File: config.mk
export PLATFORM = sky130hd
export DESIGN_NAME = onehot_sel_pipe_flat
export DESIGN_NICKNAME = d
export VERILOG_FILES = /design/src/rtl/onehot_sel_pipe_if.sv /design/src/rtl/onehot_sel_pipe.sv /design/src/flat_wrapper.sv
export SDC_FILE = /design/constraint.sdc
export NUM_CORES = 1
export LEC_CHECK = 0
export ABC_AREA = 1
export CAP_MARGIN = 20
export CORE_AREA = 5 5 126 128
export DETAILED_ROUTE_END_ITERATION = 6
export DIE_AREA = 0 0 131 133
export MAX_ROUTING_LAYER = met4
export PLACE_DENSITY = 0.78
export SLEW_MARGIN = 30
export SYNTH_ARGS = -nofsm -noshare
export SYNTH_HDL_FRONTEND = slang
export SYNTH_SLANG_ARGS = --single-unit
File: constraint.sdc
create_clock -name clk -period 2.25 [get_ports clk]
set_input_delay 0.225 -clock clk [delete_from_list [all_inputs] [get_ports clk]]
set_output_delay 0.225 -clock clk [all_outputs]
set_load 0.02 [all_outputs]
File: src/rtl/onehot_sel_pipe_if.sv
// Channel-select bus: input channels + select + capture handshake, and the registered result handshake.
// No storage; pure signal bundle shared between producer/consumer and onehot_sel_pipe.
// Backpressure is carried by in_ready (driven by the pipe) and out_ready (driven by the consumer).
interface onehot_sel_pipe_if #(
  parameter int WIDTH    = 16,
  parameter int CHANNELS = 16
);
  logic [CHANNELS*WIDTH-1:0] ch_in;
  logic [CHANNELS-1:0]       sel;
  logic                      mode;
  logic                      in_valid;
  logic                      in_ready;
  logic [WIDTH-1:0]          out_data;
  logic [CHANNELS-1:0]       out_sel;
  logic                      out_valid;
  logic                      out_ready;

  // Producer/consumer side: drives channels, select and both request/consume strobes.
  modport master (
    output ch_in, sel, mode, in_valid, out_ready,
    input  in_ready, out_data, out_sel, out_valid
  );

  // Pipe side: samples the request, owns the output register.
  modport slave (
    input  ch_in, sel, mode, in_valid, out_ready,
    output in_ready, out_data, out_sel, out_valid
  );
endinterface

File: src/rtl/onehot_sel_pipe.sv
// Registered one-hot channel selector with illegal-select counting and a rotating SCAN pointer.
// Latency: 1 clock from accepted beat to out_valid; sel_err pulses 1 clock after an illegal accepted beat.
// Backpressure: one-entry output register; in_ready = !out_valid | out_ready, full throughput, frozen while stalled.
module onehot_sel_pipe #(
  parameter int WIDTH    = 16,
  parameter int CHANNELS = 16,
  parameter int ERR_W    = 8
) (
  input  logic                clk,
  input  logic                rst_n,
  onehot_sel_pipe_if.slave    bus,
  output logic                sel_err,
  output logic [ERR_W-1:0]    err_count,
  output logic [CHANNELS-1:0] scan_ptr
);

  logic [CHANNELS-1:0] eff_sel;
  logic                sel_legal;
  logic                accept;
  logic [WIDTH-1:0]    mux_data;

  // The output slot is free when empty or being drained this cycle; this is the only
  // combinational input-to-output path.
  assign bus.in_ready = !bus.out_valid || bus.out_ready;
  assign accept       = bus.in_valid && bus.in_ready;

  // SCAN mode substitutes the internal pointer for the external select.
  assign eff_sel = bus.mode ? scan_ptr : bus.sel;

  // Exactly one bit set: non-zero and clearing the lowest set bit leaves nothing.
  assign sel_legal = (eff_sel != '0) &&
                     ((eff_sel & (eff_sel - CHANNELS'(1))) == '0);

  // AND-OR mux over the channels; only used when the select is legal, so multi-hot
  // blending never reaches the register.
  always_comb begin
    mux_data = '0;
    for (int k = 0; k < CHANNELS; k++) begin
      if (eff_sel[k]) begin
        mux_data |= bus.ch_in[k*WIDTH +: WIDTH];
      end
    end
  end

  // Output register: load on a legal accepted beat, otherwise drain when consumed.
  // An illegal beat leaves data/select untouched and only lets a consumed word retire.
  always_ff @(posedge clk or negedge rst_n) begin
    if (!rst_n) begin
      bus.out_data  <= '0;
      bus.out_sel   <= '0;
      bus.out_valid <= 1'b0;
    end else if (accept && sel_legal) begin
      bus.out_data  <= mux_data;
      bus.out_sel   <= eff_sel;
      bus.out_valid <= 1'b1;
    end else if (bus.out_ready) begin
      bus.out_valid <= 1'b0;
    end
  end

  // Illegal-select pulse and saturating counter; stalled beats are not accepted and never count.
  always_ff @(posedge clk or negedge rst_n) begin
    if (!rst_n) begin
      sel_err   <= 1'b0;
      err_count <= '0;
    end else begin
      sel_err <= accept && !sel_legal;
      if (accept && !sel_legal && (err_count != '1)) begin
        err_count <= err_count + ERR_W'(1);
      end
    end
  end

  // SCAN pointer rotates left on each accepted SCAN beat and keeps its value in MANUAL mode.
  always_ff @(posedge clk or negedge rst_n) begin
    if (!rst_n) begin
      scan_ptr <= CHANNELS'(1);
    end else if (accept && bus.mode) begin
      scan_ptr <= {scan_ptr[CHANNELS-2:0], scan_ptr[CHANNELS-1]};
    end
  end

endmodule

File: src/flat_wrapper.sv
// flat-port wrapper written by rule: the top's interface ports become plain ports
module onehot_sel_pipe_flat 
#(
  parameter int WIDTH    = 16,
  parameter int CHANNELS = 16,
  parameter int ERR_W    = 8
)
  (clk, rst_n, sel_err, err_count, scan_ptr, bus_ch_in, bus_sel, bus_mode, bus_in_valid, bus_out_ready, bus_in_ready, bus_out_data, bus_out_sel, bus_out_valid);
  onehot_sel_pipe_if #(.WIDTH(WIDTH), .CHANNELS(CHANNELS)) bus_i ();
  input  logic clk;
  input  logic rst_n;
  output logic sel_err;
  output logic [ERR_W-1:0] err_count;
  output logic [CHANNELS-1:0] scan_ptr;
  input wire logic [$bits(bus_i.ch_in)-1:0] bus_ch_in;
  input wire logic [$bits(bus_i.sel)-1:0] bus_sel;
  input wire logic [$bits(bus_i.mode)-1:0] bus_mode;
  input wire logic [$bits(bus_i.in_valid)-1:0] bus_in_valid;
  input wire logic [$bits(bus_i.out_ready)-1:0] bus_out_ready;
  output wire logic [$bits(bus_i.in_ready)-1:0] bus_in_ready;
  output wire logic [$bits(bus_i.out_data)-1:0] bus_out_data;
  output wire logic [$bits(bus_i.out_sel)-1:0] bus_out_sel;
  output wire logic [$bits(bus_i.out_valid)-1:0] bus_out_valid;
  assign bus_i.ch_in = bus_ch_in;
  assign bus_i.sel = bus_sel;
  assign bus_i.mode = bus_mode;
  assign bus_i.in_valid = bus_in_valid;
  assign bus_i.out_ready = bus_out_ready;
  assign bus_in_ready = bus_i.in_ready;
  assign bus_out_data = bus_i.out_data;
  assign bus_out_sel = bus_i.out_sel;
  assign bus_out_valid = bus_i.out_valid;
  onehot_sel_pipe #(.WIDTH(WIDTH), .CHANNELS(CHANNELS), .ERR_W(ERR_W)) u_core (.clk(clk), .rst_n(rst_n), .bus(bus_i), .sel_err(sel_err), .err_count(err_count), .scan_ptr(scan_ptr));
endmodule
==> results.md <==
Status:
- The run finished with clean final reports.

Clock network:
- The cell sitting at the root of the clock tree is a clkbuf_16.
- The worst-skew pair later-pin latency is 0.33 ns.
- Clock-pin slew was measured on the worst setup and hold paths at 0.06 ns.
- In this run, CTS created clock tree buffers numbering 9.
- TritonCTS built the clock tree.
- The number of clock sinks is 58.
- Counting along the longest clock path gives a buffer depth of 2.
- Once the clock tree was built, the setup fixing pass inserted 0 buffers.
- After clock tree synthesis, the flow added hold-fix buffers numbering 0.
- The H-tree generated during clock tree synthesis spans 3 levels.

Drt:
- The via density per instance is 5.060.
- The count of nets left with antenna violations after detail routing is 0.
- After detailed routing, the average wire length per cell comes to 20.00 um.
- The first routing iteration left 528 violations.
- Wires add up to 25.86 mm.
- Before antenna repair, the detailed router went through 5 iterations.
- Summing over every cut layer, the via total after detailed routing is 6,542.
- The detailed-route DRC error count is 0.

Global route:
- The via count of the first global-routing pass came to 6,538.
- The initial antenna violation count is 0.
- The maximum number of pins on one net before global-route repair is 59.
- Global routing used 29.19% of the available tracks across all layers.
- The global-route wire length before repair is 37.25 mm.
- For this run the aggregate overflow at the end of global routing stands at 0.

Yosys:
- The fraction of post-synthesis cell area in the top cell type by area is 31.92%.
- The sequential cell area fraction in the yosys report is 32.51%.
- Synthesis handed over a netlist of 700 instances.
- The number of enable flip-flop cells after synthesis is 0.
- The count of state elements after synthesis is 58.
- The mapped cell area is 4468 sq um.
- The largest area contributor in the netlist is dfrtp_1.
- The mean post-synth cell area is 6.383 sq um.
- Among all flip-flop cells after synthesis, the most frequent one is dfrtp_1.
- The yosys synthesis warning count is 0.
- In the synthesized netlist, the cells that appear most often are 334 x nand2_1, 57 x dfrtp_1, 49 x nand3_1, 37 x nand4_1, 36 x inv_1.
- The number of unique standard cell types used by synthesis is 36.
- Of all flip-flops after synthesis, the portion carrying an async set or reset was 100.0%.
- By area the synthesized netlist is led by dfrtp_1 32%, nand2_1 28%, nand3_1 5.5%.
- The number of nets in the synthesized netlist is 978.
- Among all cell types in the netlist, the one instantiated most often is nand2_1.

Die:
- For this configuration, the core starts out at a cell density of 30.29%.
- The number of top-level design ports is 336.
- The die is 131 um wide.
- The floorplan step set the die height to 133 um.
- After floorplanning, the core was sized to cover 14,750 sq um.
- The total die area is 17,420 sq um.
- The initialized floorplan defines 45 standard-cell rows.

STA:
- Setup violations remaining at the end of the flow were counted as 0.
- The fmax is 479.5 MHz.
- The relative max-transition margin is 47.46%.
- The worst-case clock skew is 0.007531 ns.
- The post-route worst setup slack is 0.1646 ns.
- The count of final max-slew check failures is 0.
- The routed design could run at a clock period as short as 2.085 ns.
- Dividing the final minimum period by the clock period gives 92.69%.
- The transition time of the tightest slew-check pin is 0.7881 ns.
- The number of failing hold endpoints at the final stage was 0.

Setup path:
- The cell type of the slowest stage on the worst timing path is dfrtp_1.
- The worst setup path is of the register to register kind.
- The cell that appears most often on the critical path is nand2_1.
- The cell class contributing the biggest share of worst-path delay is simple AND/OR/NAND/NOR gates.
- The worst-case reg-to-reg path depth is 16.
- For this run, the slowest stage of the critical path takes 0.40 ns.
- The critical path goes through inv_1, nand2_1, nand2_2, nand2_2, nor2_4, nand3_1, nand2_1, nand2_1, nor2_1, nand2_1, nor2_2, nand2_4, inv_8, buf_6, nand3_1, nand2_1.
- The reg-to-reg endpoint is u_core.bus.out_sel[6].
- The number of buffers and inverters on the critical path is 3.
- The worst setup path is captured at a register.
- The sort of element at the start of the critical path is a register.
- The signal arrival time at the worst endpoint is 2.35 ns.
- Of all nets on the critical path, the largest fanout is 14.
- The slack of the worst reg-to-reg path is 0.16 ns.
- The launch instance of the worst register-to-register path is u_core.scan_ptr[1].
- For the worst setup path, the data required time is 2.51 ns.

Pwr:
- Summed over all cells, the static leakage comes to 4.165 nW.
- The worst ir drop on vdd is 0.3892 mV.
- The power density over the cells is 562.4 nW/um^2.
- After layout, the design draws a total of 5.040 mW.

Worst hold path:
- The type of the tightest min-delay check is input pin to asynchronous set/reset pin.

Finish:
- 0 antenna diodes ended up in the layout.
- Cells fill 60.75% of the core in the end.
- The layout net count is 1,378.
- The post-route netlist has 11.31% of its cells at a drive strength greater than 1.
- Compared with the post-synthesis result, the final layout area differs by 100.6%.

Placed design:
- In this run the tool buffered the top-level ports with 335 buffer cells.
- OpenSTA, run right after detailed placement, puts the worst setup slack at -0.4100 ns.
- Detailed placement finished with a half-perimeter wire length of 21.00 mm.
- Routability-driven placement finished with a final weighted congestion of 0.9214.

Run:
- Max-cap violations in this run came to 0.
==> state kept, by name, summed over array words and instances (netlist names) <==
signal / count
u_core.bus.out_data: 16
u_core.scan_ptr: 16
u_core.bus.out_valid: 1
u_core.sel_err: 1
u_core.err_count: 8
u_core.bus.out_sel: 16
==> logic make-up after synthesis <==
kind of cell / Yosys count / share of synthesized area (%)
AO/OA/AOI/OAI: 97 / 15.01
buffers and inverters: 86 / 8.345
adder cells (fa/ha/maj): 1 / 0.2800
flip-flops: 58 / 32.51
XOR/XNOR: 6 / 1.176
AND/OR/NAND/NOR: 452 / 42.68
==> worst max path at each step <==
| stage | start | to | slack (ns) | depth (start not counted) |
|---|---|---|---|---|
| floorplan | u_core.scan_ptr[1] | u_core.bus.out_data[10] | 0.22 | 17 |
| finish | u_core.scan_ptr[1] | u_core.bus.out_sel[6] | 0.16 | 16 |
| global placement | bus_mode | u_core.bus.out_data[10] | -0.38 | 11 |
| global route | u_core.scan_ptr[1] | u_core.bus.out_data[13] | -0.003 | 16 |
| detailed placement | bus_mode | u_core.bus.out_data[15] | -0.41 | 15 |
| CTS | bus_mode | u_core.bus.out_sel[6] | 0.01 | 15 |
==> layout make-up <==
class / instances / area [sq um]
multi-input cells: 557 / 2701
well taps: 188 / 235.2
clock inverters: 6 / 66.31
repair buffers: 421 / 4058
flip-flops and latches: 58 / 1453
fillers: 1374 / 5791
clock buffers: 10 / 239.0
inverters: 53 / 209.0
==> metrics by stage <==
step | hold slack (ns) | cells | area [sq um] | setup TNS, ns
3_5_place_dp | 0.4419 | 1276 | 8579 | -14.79
3_3_place_gp | 0.4251 | 1276 | 8579 | -11.89
5_1_grt | 0.1109 | 1293 | 8961 | -0.006158
6_report | 0.05397 | 1293 | 8961 | 0
2_1_floorplan | -0.07059 | 700 | 4468 | 0
4_1_cts | 0.09137 | 1292 | 8905 | 0
==> cells in the final DEF, fill, tap and decap left out, types with 4 or more instances in the layout <==
cell type,instances
nand2_1,333
clkdlybuf4s50_1,333
buf_4,79
dfrtp_1,57
nand3_1,48
nand4_1,37
inv_1,35
a221oi_1,27
a21oi_1,23
o21ai_0,21
nor2_1,15
a22o_1,14
clkinv_1,13
clkbuf_16,9
xor2_1,4
nor3_1,4
buf_12,4
==> power breakdown <==
part           internal, mW  switching, mW
combinational          1.18           1.17
sequential             1.17          0.121
clock                 0.886          0.509
==> worst register-to-register path, cell delays in order, from the launching register on <==
cell	delay [ns]
dfrtp_1	0.40
inv_1	0.10
nand2_1	0.08
nand2_2	0.11
nand2_2	0.10
nor2_4	0.13
nand3_1	0.11
nand2_1	0.07
nand2_1	0.04
nor2_1	0.08
nand2_1	0.07
nor2_2	0.13
nand2_4	0.10
inv_8	0.12
buf_6	0.19
nand3_1	0.10
nand2_1	0.09
==> repair_timing <==
action	in CTS	in global routing
cloned	0	1
gates resized for setup	4	13
hold endpoints to repair	0	0
endpoints found under the setup margin	32	42
==> per-layer routing <==
metal	global-route usage, %	wire [um]	up-vias	share of wire, %
li1	-	-	3140	-
met1	36.83	10560	3043	41
met2	49.24	12870	329	50
met3	4.723	2019	30	7.8
met4	5.657	416	0	1.6
met5	-	0	-	0
Note: power is estimated with default switching activity, not from simulation.
